===== src/rtl/mul_seq_ctrl.sv =====
// mul_seq_ctrl: multi-cycle MULT/MULTU sequencer that borrows the shared ALU.
// The multiply is a 32-step shift-add with one ALU ADDU per cycle. The 64-bit
// product is returned on hi/lo, and busy stalls the core while the ALU is borrowed.
// Build option: define SIGNED_MULT_EN to support signed MULT. In that build,
// operand magnitudes are taken before the unsigned loop (NEG_IN, 2 cycles) and
// the product sign is restored afterwards (NEG_OUT, 2 cycles). Without the
// macro, op_signed is ignored and every request is unsigned.
module mul_seq_ctrl #(
    parameter int WIDTH = 32,
    parameter int ITER  = 32
) (
    input  logic             clk,
    input  logic             reset,
    input  logic             start,
    input  logic [WIDTH-1:0] op_a,
    input  logic [WIDTH-1:0] op_b,
    input  logic             op_signed,
    input  logic [WIDTH-1:0] alu_result,
    output logic [WIDTH-1:0] alu_data1,
    output logic [WIDTH-1:0] alu_data2,
    output logic [3:0]       alu_op,
    output logic [4:0]       alu_shamt,
    output logic             busy,
    output logic             done,
    output logic [WIDTH-1:0] hi,
    output logic [WIDTH-1:0] lo
);

    localparam int         CW       = $clog2(ITER + 1);
    localparam logic [3:0] ALU_ADDU = 4'b0010;

`ifdef SIGNED_MULT_EN
    localparam logic [3:0] ALU_SUBU = 4'b1011;

    typedef enum logic [2:0] {
        S_IDLE,
        S_NEG_IN,
        S_RUN,
        S_NEG_OUT,
        S_DONE
    } state_t;
`else
    typedef enum logic [1:0] {
        S_IDLE,
        S_RUN,
        S_DONE
    } state_t;
`endif

    state_t           state_q, state_d;
    logic [WIDTH-1:0] mcand_q, mcand_d;
    logic [WIDTH-1:0] hi_q, hi_d;
    logic [WIDTH-1:0] lo_q, lo_d;
    logic [CW-1:0]    count_q, count_d;
    logic             run_carry;

`ifdef SIGNED_MULT_EN
    // signed_q: the current request is MULT.
    // sign_res_q: the final product must be negated.
    // phase_q: selects the cycle within NEG_IN / NEG_OUT.
    logic             signed_q, signed_d;
    logic             sign_res_q, sign_res_d;
    logic             phase_q, phase_d;
    logic [WIDTH-1:0] neg_src;
`else
    // op_signed has no function in the unsigned-only build.
    logic unused_op_signed;
    assign unused_op_signed = op_signed;
`endif

    // State and datapath registers; reset returns to IDLE with a cleared product.
    always_ff @(posedge clk or posedge reset) begin
        if (reset) begin
            state_q    <= S_IDLE;
            mcand_q    <= '0;
            hi_q       <= '0;
            lo_q       <= '0;
            count_q    <= '0;
`ifdef SIGNED_MULT_EN
            signed_q   <= 1'b0;
            sign_res_q <= 1'b0;
            phase_q    <= 1'b0;
`endif
        end else begin
            state_q    <= state_d;
            mcand_q    <= mcand_d;
            hi_q       <= hi_d;
            lo_q       <= lo_d;
            count_q    <= count_d;
`ifdef SIGNED_MULT_EN
            signed_q   <= signed_d;
            sign_res_q <= sign_res_d;
            phase_q    <= phase_d;
`endif
        end
    end

    // Next-state, datapath update and ALU drive. Outside busy states the ALU sees a harmless 0+0.
    always_comb begin
        state_d    = state_q;
        mcand_d    = mcand_q;
        hi_d       = hi_q;
        lo_d       = lo_q;
        count_d    = count_q;
        alu_op     = ALU_ADDU;
        alu_data1  = '0;
        alu_data2  = '0;
        run_carry  = 1'b0;
`ifdef SIGNED_MULT_EN
        signed_d   = signed_q;
        sign_res_d = sign_res_q;
        phase_d    = phase_q;
        neg_src    = '0;
`endif

        case (state_q)
            S_IDLE, S_DONE: begin
                if (start) begin
                    mcand_d = op_a;
                    lo_d    = op_b;
                    hi_d    = '0;
                    count_d = '0;
`ifdef SIGNED_MULT_EN
                    signed_d   = op_signed;
                    sign_res_d = op_signed & (op_a[WIDTH-1] ^ op_b[WIDTH-1]);
                    phase_d    = 1'b0;
                    state_d    = op_signed ? S_NEG_IN : S_RUN;
`else
                    state_d = S_RUN;
`endif
                end else begin
                    state_d = S_IDLE;
                end
            end

`ifdef SIGNED_MULT_EN
            S_NEG_IN: begin
                // The multiplicand is converted first and the multiplier second.
                // A negative operand is negated as 0 - x; a positive one passes through as x + 0.
                neg_src = phase_q ? lo_q : mcand_q;
                if (neg_src[WIDTH-1]) begin
                    alu_op    = ALU_SUBU;
                    alu_data1 = '0;
                    alu_data2 = neg_src;
                end else begin
                    alu_op    = ALU_ADDU;
                    alu_data1 = neg_src;
                    alu_data2 = '0;
                end
                if (!phase_q) begin
                    mcand_d = alu_result;
                    phase_d = 1'b1;
                end else begin
                    lo_d    = alu_result;
                    phase_d = 1'b0;
                    state_d = S_RUN;
                end
            end
`endif

            S_RUN: begin
                // Add the multiplicand when the current multiplier bit is set.
                // The 33-bit partial sum then shifts right into hi/lo.
                alu_op    = ALU_ADDU;
                alu_data1 = hi_q;
                alu_data2 = lo_q[0] ? mcand_q : '0;
                run_carry = (alu_result < hi_q);
                hi_d      = {run_carry, alu_result[WIDTH-1:1]};
                lo_d      = {alu_result[0], lo_q[WIDTH-1:1]};
                count_d   = count_q + CW'(1);
                if (count_q == CW'(ITER - 1)) begin
`ifdef SIGNED_MULT_EN
                    state_d = signed_q ? S_NEG_OUT : S_DONE;
                    phase_d = 1'b0;
`else
                    state_d = S_DONE;
`endif
                end
            end

`ifdef SIGNED_MULT_EN
            S_NEG_OUT: begin
                // 64-bit two's-complement negate: lo = -lo, then hi = ~hi + (lo == 0).
                // Negation preserves zero, so testing the negated lo is the same as testing the original lo.
                // The stage always takes two cycles; for a positive result it just passes values through.
                if (!phase_q) begin
                    if (sign_res_q) begin
                        alu_op    = ALU_SUBU;
                        alu_data1 = '0;
                        alu_data2 = lo_q;
                    end else begin
                        alu_op    = ALU_ADDU;
                        alu_data1 = lo_q;
                        alu_data2 = '0;
                    end
                    lo_d    = alu_result;
                    phase_d = 1'b1;
                end else begin
                    alu_op = ALU_ADDU;
                    if (sign_res_q) begin
                        alu_data1 = ~hi_q;
                        alu_data2 = (lo_q == '0) ? WIDTH'(1) : '0;
                    end else begin
                        alu_data1 = hi_q;
                        alu_data2 = '0;
                    end
                    hi_d    = alu_result;
                    phase_d = 1'b0;
                    state_d = S_DONE;
                end
            end
`endif

            default: begin
                state_d = S_IDLE;
            end
        endcase
    end

    // Status decode and the held product.
    always_comb begin
        busy      = 1'b0;
        done      = 1'b0;
        alu_shamt = 5'd0;
        hi        = hi_q;
        lo        = lo_q;
        case (state_q)
            S_RUN:     busy = 1'b1;
`ifdef SIGNED_MULT_EN
            S_NEG_IN:  busy = 1'b1;
            S_NEG_OUT: busy = 1'b1;
`endif
            S_DONE:    done = 1'b1;
            default:   busy = 1'b0;
        endcase
    end

endmodule


===== config.mk =====
export PLATFORM = sky130hd
export DESIGN_NAME = mul_seq_ctrl
export DESIGN_NICKNAME = d
export VERILOG_FILES = /design/src/rtl/mul_seq_ctrl.sv
export SDC_FILE = /design/constraint.sdc
export NUM_CORES = 1
export LEC_CHECK = 0
export ABC_AREA = 1
export CAP_MARGIN = 0
export CORE_MARGIN = 4
export CORE_UTILIZATION = 46
export CTS_CLUSTER_SIZE = 30
export DETAILED_ROUTE_END_ITERATION = 8
export PLACE_DENSITY = 0.95
export SLEW_MARGIN = 20
export SYNTH_ARGS = -nofsm -noshare
export SYNTH_HDL_FRONTEND = slang
export SYNTH_SLANG_ARGS = --single-unit

===== constraint.sdc =====
create_clock -name clk -period 10.41 [get_ports clk]
set_clock_uncertainty 0.05 [all_clocks]
set_input_delay 3.123 -clock clk [delete_from_list [all_inputs] [get_ports clk]]
set_output_delay 3.123 -clock clk [all_outputs]
set_load 0.05 [all_outputs]

==> impl_metrics.py, run 1 <==
metrics = {
    "run_status": {
        "status": "completed",
    },
    "sta": {
        "rsz0062_at_grt": "false",
        "setup_viol": 0,
        "period_share_pct": 68.1,
        "tightest_slew_ps": 933,
        "layout_min_cycle_time_ps": 7090,
        "timing.fmax_mhz": 141,
        "hold_violations": 0,
        "fin_setup_tns_ps": 0,
        "finalMaxSlewViolations": 0,
        "slew_headroom_pct": 37.6,
    },
    "run": {
        "cap_viol_max_count": 0,
    },
    "synthesis": {
        "synth_mux_area_share_pct": 6.70,
        "netlist_instances": 604,
        "synth-edff-count": 0,
        "synth_adder_area_share_pct": 7.44,
        "synth_top_family_by_area": "simple AND/OR/NAND/NOR gates",
        "yosys.area_share.simple_pct": 16.7,
        "async_flop_share_pct": 100,
        "synth_flop_cell": "dfrtp_1",
        "ys_seq_area_share_pct": 48.4,
        "synth_compound_area_share_pct": 11.0,
        "ys_ff_latch": 104,
        "yosys_warnings": 0,
        "yosys.area_share.xor_xnor_pct": 0,
        "synth_cell_type_count": 29,
        "synth_area_per_cell_sq_um": 8.91,
        "synthesis.area_sq_mm": 0.00538,
    },
    "routing": {
        "routed_via_density": 5.18,
        "vias": 4967,
        "drc": 0,
        "wl_um": 15500,
        "drtPass1Iterations": 5,
        "wl_per_cell_um": 16.2,
        "drtIter0Drc": 287,
        "ant_nets": 0,
    },
    "place": {
        "port-buffer-count": 228,
        "place_inst": 942,
        "gp_congestion": 0.802,
        "dp_hpwl_um": 11400,
    },
    "pwr": {
        "switching_share_pct": 29.5,
        "powerDensity_mw_per_mm2": 129,
        "irDropWorstVdd_mv": 0.0947,
        "intPower_mw": 0.726,
        "switchingPower_mw": 0.304,
        "clock_power_share_pct": 35.9,
        "power.leakage_nw": 3.79,
        "combPwrFrac_pct": 22.5,
        "seq_power_share_pct": 41.5,
    },
    "layout": {
        "diodes": 0,
        "drive_above_1_share_pct": 6.99,
        "instances_no_fill": 958,
        "fill_cells": 866,
        "area_delta_synth_final_pct": 48.9,
        "final_common_cell": "clkdlybuf4s50_1",
        "final_cell_mix": "clkdlybuf4s50_1, dfrtp_1, nand2_1",
        "fin_nets": 942,
    },
    "cts": {
        "cts_hold_buf": 0,
        "path_clk_slew_ps": 70,
        "clk_latency_ps": 340,
        "cts_buffers": 9,
        "cts_root_buffer": "clkbuf_16",
        "cts_resized": 0,
        "cts_tree": "yes",
        "htreeDepth": 3,
        "cts_max_path_buffers": 2,
        "cts_sinks": 104,
        "postCtsSetupBuffers": 0,
    },
    "floorplanning": {
        "initial_core_util_pct": 47.1,
        "fp.dieH_um": 116,
        "core-area_sq_mm": 0.0114,
        "fp-row-count": 39,
        "die_w_um": 116,
        "io_pins": 239,
        "dieArea_sq_mm": 0.0135,
    },
    "critical_path": {
        "worstRegToRegCells": 8,
        "max_stage_delay_ps": 840,
        "cp.arrival_ps": 3920,
        "rrSetupSlack_ps": 6590,
        "required_ps": 7240,
        "worstSetupStartpointType": "flip-flop",
        "critPathCaptureType": "output pin",
        "path_class": "reg2out",
        "cp-startpoint": "state_q[0]",
        "cp_slowest_cell": "clkdlybuf4s50_1",
        "worstPathMaxFanout": 79,
        "reg2reg_to": "lo[7]",
        "r2r-start": "state_q[0]",
        "crit_chain": "inv_2 -> nor2_4 -> clkinv_2 -> buf_4 -> nor2_1 -> clkdlybuf4s50_1",
    },
    "hold_path": {
        "holdPathStages": 1,
        "hold_end": "count_q[5]",
        "worstHoldPathType": "reg2reg",
        "hp-start": "count_q[5]",
    },
    "global_route": {
        "grt_pass1_vias": 5002,
        "antenna_found_initial": 0,
        "grt_remaining_overflow": 0,
        "grt_max_degree": 80,
        "grt_first_pass_wirelength_um": 24300,
        "grt_use_total_pct": 23.0,
    },
}
## cell usage after synthesis (4+ instances only)
library cell,instances,area [sq um]
dfrtp_1,104,2600
nand2_1,99,372
inv_1,77,289
nor2_1,74,278
nand3_1,36,180
o21ai_0,36,180
ha_1,32,400
mux2_2,31,349
o221ai_1,29,254
a21oi_1,18,90.1
buf_2,18,90.1
clkbuf_1,14,52.6
buf_4,9,67.6
o211ai_1,4,30.0
## power groups by stage
stage | Clock, mW | Sequential [mW] | Combinational, mW
final | 0.370 | 0.428 | 0.232
after floorplan | 0 | 0.482 | 0.0902
after CTS | 0.380 | 0.428 | 0.235
after detailed placement | 0 | 0.436 | 0.234
after global routing | 0.398 | 0.429 | 0.248
after global placement | 0 | 0.435 | 0.230
## worst max-delay path: cells and delay by family (launching register included)
| kind | cells | cell delay, ps |
|---|---|---|
| and+or+nand+nor | 2 | 1010 |
| buffers and inverters | 4 | 2080 |
| DFF | 1 | 360 |
## layer usage
layer / up-vias / part of all wire, % / GRT usage [%] / wire, um
li1: 2380 / - / - / -
met5: - / 0 / 0 / 0
met3: 29 / 8.7 / 7.15 / 1340
met2: 212 / 50 / 39.8 / 7810
met1: 2346 / 38 / 26.7 / 5930
met4: 0 / 2.6 / 9.13 / 405
## layout make-up
class | count | area, sq um | area share, %
clock buffer | 10 | 239 | 2.98
clock inverter | 6 | 90.1 | 1.12
inverter | 79 | 300 | 3.75
multi-input combinational | 385 | 2290 | 28.6
sequential | 104 | 2600 | 32.5
tap | 143 | 179 | 2.23
timing repair buffer | 231 | 2300 | 28.8
## stage by stage
| step | worst slack, ps | cell area (sq um) | power [mW] | utilization [%] | hold slack, ps |
|---|---|---|---|---|---|
| 6_report | 3320 | 8010 | 1.03 | 70.2 | 440 |
| 3_5_place_dp | 3680 | 7670 | 0.669 | 67.2 | 432 |
| 3_3_place_gp | 3720 | 7670 | 0.664 | 67.2 | 414 |
| 2_1_floorplan | 4500 | 5410 | 0.572 | - | 396 |
| 4_1_cts | 3300 | 8000 | 1.04 | 70.1 | 441 |
| 5_1_grt | 3040 | 8010 | 1.08 | 70.2 | 455 |
## flip-flops by register name (all words and copies together) (netlist names)
name and cells:
count_q 6, hi 32, lo 32, mcand_q 32, state_q 2
## worst max-delay path by stage
stage | depth (start not counted) | to
global placement | 6 | alu_data2[22]
CTS | 6 | alu_data2[17]
detailed placement | 6 | alu_data2[17]
finish | 6 | alu_data1[3]
floorplan | 1 | count_q[0]
global route | 6 | alu_data2[17]
## cell families after synthesis
logic type / after synthesis
other cells: 2
buf+inv: 122
flops: 104
compound gates: 93
fa+ha+maj: 32
simple gates: 219
mux: 32
(Power assumes the default switching activity.)
==> run 2, diff against run 1 <==
--- a/config.mk
+++ b/config.mk
@@ -8,10 +8,10 @@
 export ABC_AREA = 1
 export CAP_MARGIN = 0
 export CORE_MARGIN = 4
-export CORE_UTILIZATION = 46
+export CORE_UTILIZATION = 42
 export CTS_CLUSTER_SIZE = 30
 export DETAILED_ROUTE_END_ITERATION = 8
-export PLACE_DENSITY = 0.95
+export PLACE_DENSITY = 0.88
 export SLEW_MARGIN = 20
 export SYNTH_ARGS = -nofsm -noshare
 export SYNTH_HDL_FRONTEND = slang
==> constraint.sdc (replaced) <==
create_clock -name clk -period 7.4 [get_ports clk]
set_clock_uncertainty 0.05 [all_clocks]
set_input_delay 2.22 -clock clk [delete_from_list [all_inputs] [get_ports clk]]
set_output_delay 2.22 -clock clk [all_outputs]
set_load 0.05 [all_outputs]
==> impl_metrics.py, run 2 (same netlist as run 1, synthesis figures left out) <==
metrics = {
    "run_status": {
        "status": "completed",
    },
    "place": {
        "port-buffer-count": 228,
        "dp_hpwl_um": 11100,
        "pre_cts_ws_ps": 2390,
        "place_inst": 974,
        "gp_congestion": 0.819,
    },
    "critical_path": {
        "cp.arrival_ps": 3090,
        "worstPathMaxFanout": 44,
        "worstRegToRegCells": 6,
        "required_ps": 5130,
        "critPathCaptureType": "output pin",
        "path_class": "reg2out",
        "worstSetupStartpointType": "flip-flop",
    },
    "cts": {
        "htreeDepth": 3,
        "cts_root_buffer": "clkbuf_16",
        "cts_resized": 0,
        "cts_buffers": 9,
        "cts_tree": "yes",
        "path_clk_slew_ps": 70,
        "clk_latency_ps": 340,
        "postCtsSetupBuffers": 0,
        "cts_sinks": 104,
        "cts_hold_buf": 0,
        "cts_max_path_buffers": 2,
    },
    "pwr": {
        "power.leakage_nw": 3.78,
        "irDropWorstVdd_mv": 0.0868,
        "powerDensity_mw_per_mm2": 174,
    },
    "global_route": {
        "grt.busiest_layer": "met2",
        "grt_first_pass_wirelength_um": 24300,
        "met3_usage_pct": 5.83,
        "use_met2_pct": 35.4,
        "grt_use_met1_pct": 25.2,
        "grt_pass1_vias": 4971,
        "antenna_found_initial": 0,
        "grt_max_degree": 76,
        "grt_use_total_pct": 20.6,
        "grt_remaining_overflow": 0,
    },
    "layout": {
        "final_util_pct": 63.8,
        "fin_nets": 945,
        "diodes": 0,
        "final_cell_mix": "clkdlybuf4s50_1, dfrtp_1, nand2_1",
        "area_delta_synth_final_pct": 49.1,
        "instances_no_fill": 990,
        "drive_above_1_share_pct": 7.21,
        "fill_cells": 1084,
        "final_common_cell": "clkdlybuf4s50_1",
    },
    "run": {
        "cap_viol_max_count": 0,
    },
    "sta": {
        "layout_setup_ws_ps": 2040,
        "setup_viol": 0,
        "hold-worst-slack_ps": 435,
        "slew_headroom_pct": 38.2,
        "rsz0062_at_grt": "false",
        "fin_setup_tns_ps": 0,
        "layout_min_cycle_time_ps": 5360,
        "period_share_pct": 72.4,
        "tightest_slew_ps": 927,
        "hold_violations": 0,
        "finalMaxSlewViolations": 0,
        "timing.fmax_mhz": 187,
    },
    "routing": {
        "ant_nets": 0,
        "drtIter0Drc": 168,
        "wl_per_cell_um": 15.4,
        "wl_um": 15300,
        "routed_via_density": 4.98,
        "vias": 4932,
        "drtPass1Iterations": 4,
        "drc": 0,
    },
    "floorplanning": {
        "io_pins": 239,
        "initial_core_util_pct": 42.8,
        "dieArea_sq_mm": 0.0147,
        "fp-row-count": 41,
        "fp.dieH_um": 121,
        "die_w_um": 121,
        "core-area_sq_mm": 0.0126,
    },
    "hold_path": {
        "holdPathStages": 1,
        "worstHoldPathType": "reg2reg",
    },
}
==> run 2: worst max-delay path: stages (launching register included) <==
cell	delay (ps)
dfrtp_1	360
inv_2	240
nor2_4	180
clkinv_2	460
buf_4	490
nor2_1	150
clkdlybuf4s50_1	820
==> run 2: metal layers <==
metal  routed length, um  up-vias
li1                    -     2394
met1                6340     2347
met2                7460      170
met3                1180       21
met4                 291        0
met5                   0        -
==> run 2: final cells by class <==
cell class	instances	area [sq um]	area share, %
clock buffer	11	243	3.03
timing repair buffer	234	2330	29.0
inverter	79	300	3.75
clock inverter	5	40.0	0.499
sequential	104	2600	32.5
tap	172	215	2.68
multi-input combinational	385	2290	28.5
==> run 2: through the flow <==
stage	area, sq um	power [mW]
after floorplan	5410	0.805
after global placement	7730	0.936
after detailed placement	7730	0.942
after CTS	8020	1.41
after global routing	8020	1.45
final	8020	1.39
==> run 2: power by group <==
| part | switching [mW] | leakage, nW | total, mW | internal (mW) |
|---|---|---|---|---|
| clock | 0.224 | 0.140 | 0.465 | 0.241 |
| sequential | 0.0139 | 1.28 | 0.601 | 0.587 |
| combinational | 0.200 | 2.36 | 0.327 | 0.127 |
==> run 2: worst paths after layout <==
kind	from	endpoint	slack, ps
worst max-delay path	state_q[0]	alu_data1[6]	2040
worst min-delay path	count_q[5]	count_q[5]	430
worst max register to register	state_q[0]	lo[16]	4720
worst min register to register	count_q[5]	count_q[5]	430
max in group asynchronous	reset	hi[30]	3920
min in group asynchronous	reset	mcand_q[9]	2400
==> run 3, diff against run 2 <==
==> constraint.sdc (replaced) <==
create_clock -name clk -period 5.5 [get_ports clk]
set_clock_uncertainty 0.05 [all_clocks]
set_input_delay 1.65 -clock clk [delete_from_list [all_inputs] [get_ports clk]]
set_output_delay 1.65 -clock clk [all_outputs]
set_load 0.05 [all_outputs]
==> impl_metrics.py, run 3 (same netlist as run 1, synthesis figures left out) <==
metrics = {
    "place": {
        "gp_congestion": 0.796,
        "port-buffer-count": 228,
        "place_area_sq_mm": 0.00773,
        "dp_hpwl_um": 11400,
    },
    "critical_path": {
        "cp-startpoint": "state_q[0]",
        "worstPathMaxFanout": 69,
        "crit_chain": "inv_2 -> nor2_4 -> clkinv_2 -> nor2_1 -> clkdlybuf4s50_1",
        "cp_slowest_cell": "clkdlybuf4s50_1",
        "max_stage_delay_ps": 890,
        "critPathCaptureType": "output pin",
        "required_ps": 3800,
        "critPathTopFamily": "buffers and inverters",
        "path_class": "reg2out",
        "cp.arrival_ps": 3170,
        "worstSetupStartpointType": "flip-flop",
        "r2r-start": "state_q[0]",
        "path_buf_inv": 3,
    },
    "floorplanning": {
        "io_pins": 239,
        "die_w_um": 121,
        "fp-row-count": 41,
        "initial_core_util_pct": 42.8,
        "dieArea_sq_mm": 0.0147,
        "fp.dieH_um": 121,
        "core-area_sq_mm": 0.0126,
    },
    "routing": {
        "drtPass1Iterations": 4,
        "ant_nets": 0,
        "routed_via_density": 4.96,
        "drtIter0Drc": 189,
        "vias": 4912,
        "wl_per_cell_um": 15.5,
        "wl_um": 15400,
        "drc": 0,
    },
    "hold_path": {
        "hp-start": "count_q[5]",
        "worstHoldPathType": "reg2reg",
    },
    "cts": {
        "cts_resized": 0,
        "path_clk_slew_ps": 70,
        "postCtsSetupBuffers": 0,
        "htreeDepth": 3,
        "cts_tree": "yes",
        "cts_root_buffer": "clkbuf_16",
        "cts_max_path_buffers": 2,
        "cts_sinks": 104,
        "cts_hold_buf": 0,
        "cts_buffers": 9,
        "clk_latency_ps": 340,
    },
    "sta": {
        "fin_setup_tns_ps": 0,
        "finalMaxSlewViolations": 0,
        "setup_viol": 0,
        "layout_min_cycle_time_ps": 4870,
        "hold_violations": 0,
        "tightest_slew_ps": 946,
        "slew_headroom_pct": 36.8,
        "rsz0062_at_grt": "false",
        "period_share_pct": 88.6,
        "timing.fmax_mhz": 205,
    },
    "layout": {
        "fin_nets": 946,
        "final_common_cell": "clkdlybuf4s50_1",
        "fill_cells": 1036,
        "postLayoutCellArea_sq_mm": 0.00801,
        "area_delta_synth_final_pct": 48.8,
        "final_cell_mix": "clkdlybuf4s50_1, dfrtp_1, nand2_1",
        "drive_above_1_share_pct": 7.81,
        "diodes": 0,
    },
    "run": {
        "cap_viol_max_count": 0,
    },
    "run_status": {
        "status": "completed",
    },
    "pwr": {
        "powerDensity_mw_per_mm2": 231,
        "power.leakage_nw": 3.78,
        "irDropWorstVdd_mv": 0.125,
    },
    "global_route": {
        "grt_first_pass_wirelength_um": 24500,
        "antenna_found_initial": 0,
        "grt_pass1_vias": 5013,
        "grt_max_degree": 70,
        "grt_remaining_overflow": 0,
        "grt_use_total_pct": 20.8,
    },
}
[run 3: through the flow]
stage | power, mW | hold WS [ps] | util [%] | setup WS (ps) | std cells
floorplan | 1.08 | 396 | - | 1070 | 611
global placement | 1.26 | 415 | 61.5 | 979 | 975
detailed placement | 1.27 | 424 | 61.5 | 934 | 975
CTS | 1.88 | 432 | 63.7 | 532 | 991
global route | 1.93 | 454 | 63.7 | 383 | 991
finish | 1.85 | 426 | 63.7 | 628 | 991
[run 3: report_power, final]
| group | leakage (nW) | internal, mW | total, mW | switching, mW |
|---|---|---|---|---|
| Clock | 0.121 | 0.320 | 0.601 | 0.281 |
| Sequential | 1.28 | 0.790 | 0.810 | 0.0191 |
| Combinational | 2.37 | 0.171 | 0.440 | 0.269 |
[run 3: area by class of cell]
cell class	count	area, sq um	share of cell area [%]
Sequential cell	104	2600	32.5
Clock inverter	4	30.0	0.375
Tap cell	172	215	2.69
Timing Repair Buffer	235	2320	29.0
Multi-Input combinational cell	385	2290	28.6
Clock buffer	12	246	3.08
Inverter	79	300	3.75
[run 3: metal layers]
| layer | share of wire [%] | wire [um] | GRT usage, % | up-vias |
|---|---|---|---|---|
| met5 | 0 | 0 | 0 | - |
| met4 | 2.0 | 308 | 7.49 | 0 |
| met3 | 8.1 | 1250 | 6.06 | 23 |
| met2 | 50 | 7750 | 36.5 | 172 |
| met1 | 40 | 6090 | 24.3 | 2331 |
| li1 | - | - | - | 2386 |
[run 3: path summary, 6_finish.rpt]
kind / to / slack, ps / depth (start not counted)
max reg2reg: count_q[1] / 2130 / 7
min: count_q[5] / 430 / 1
max in group asynchronous: lo[0] / 2910 / 3
min reg2reg: count_q[5] / 430 / 1
min in group asynchronous: mcand_q[0] / 1630 / 2
max: alu_data1[28] / 630 / 5
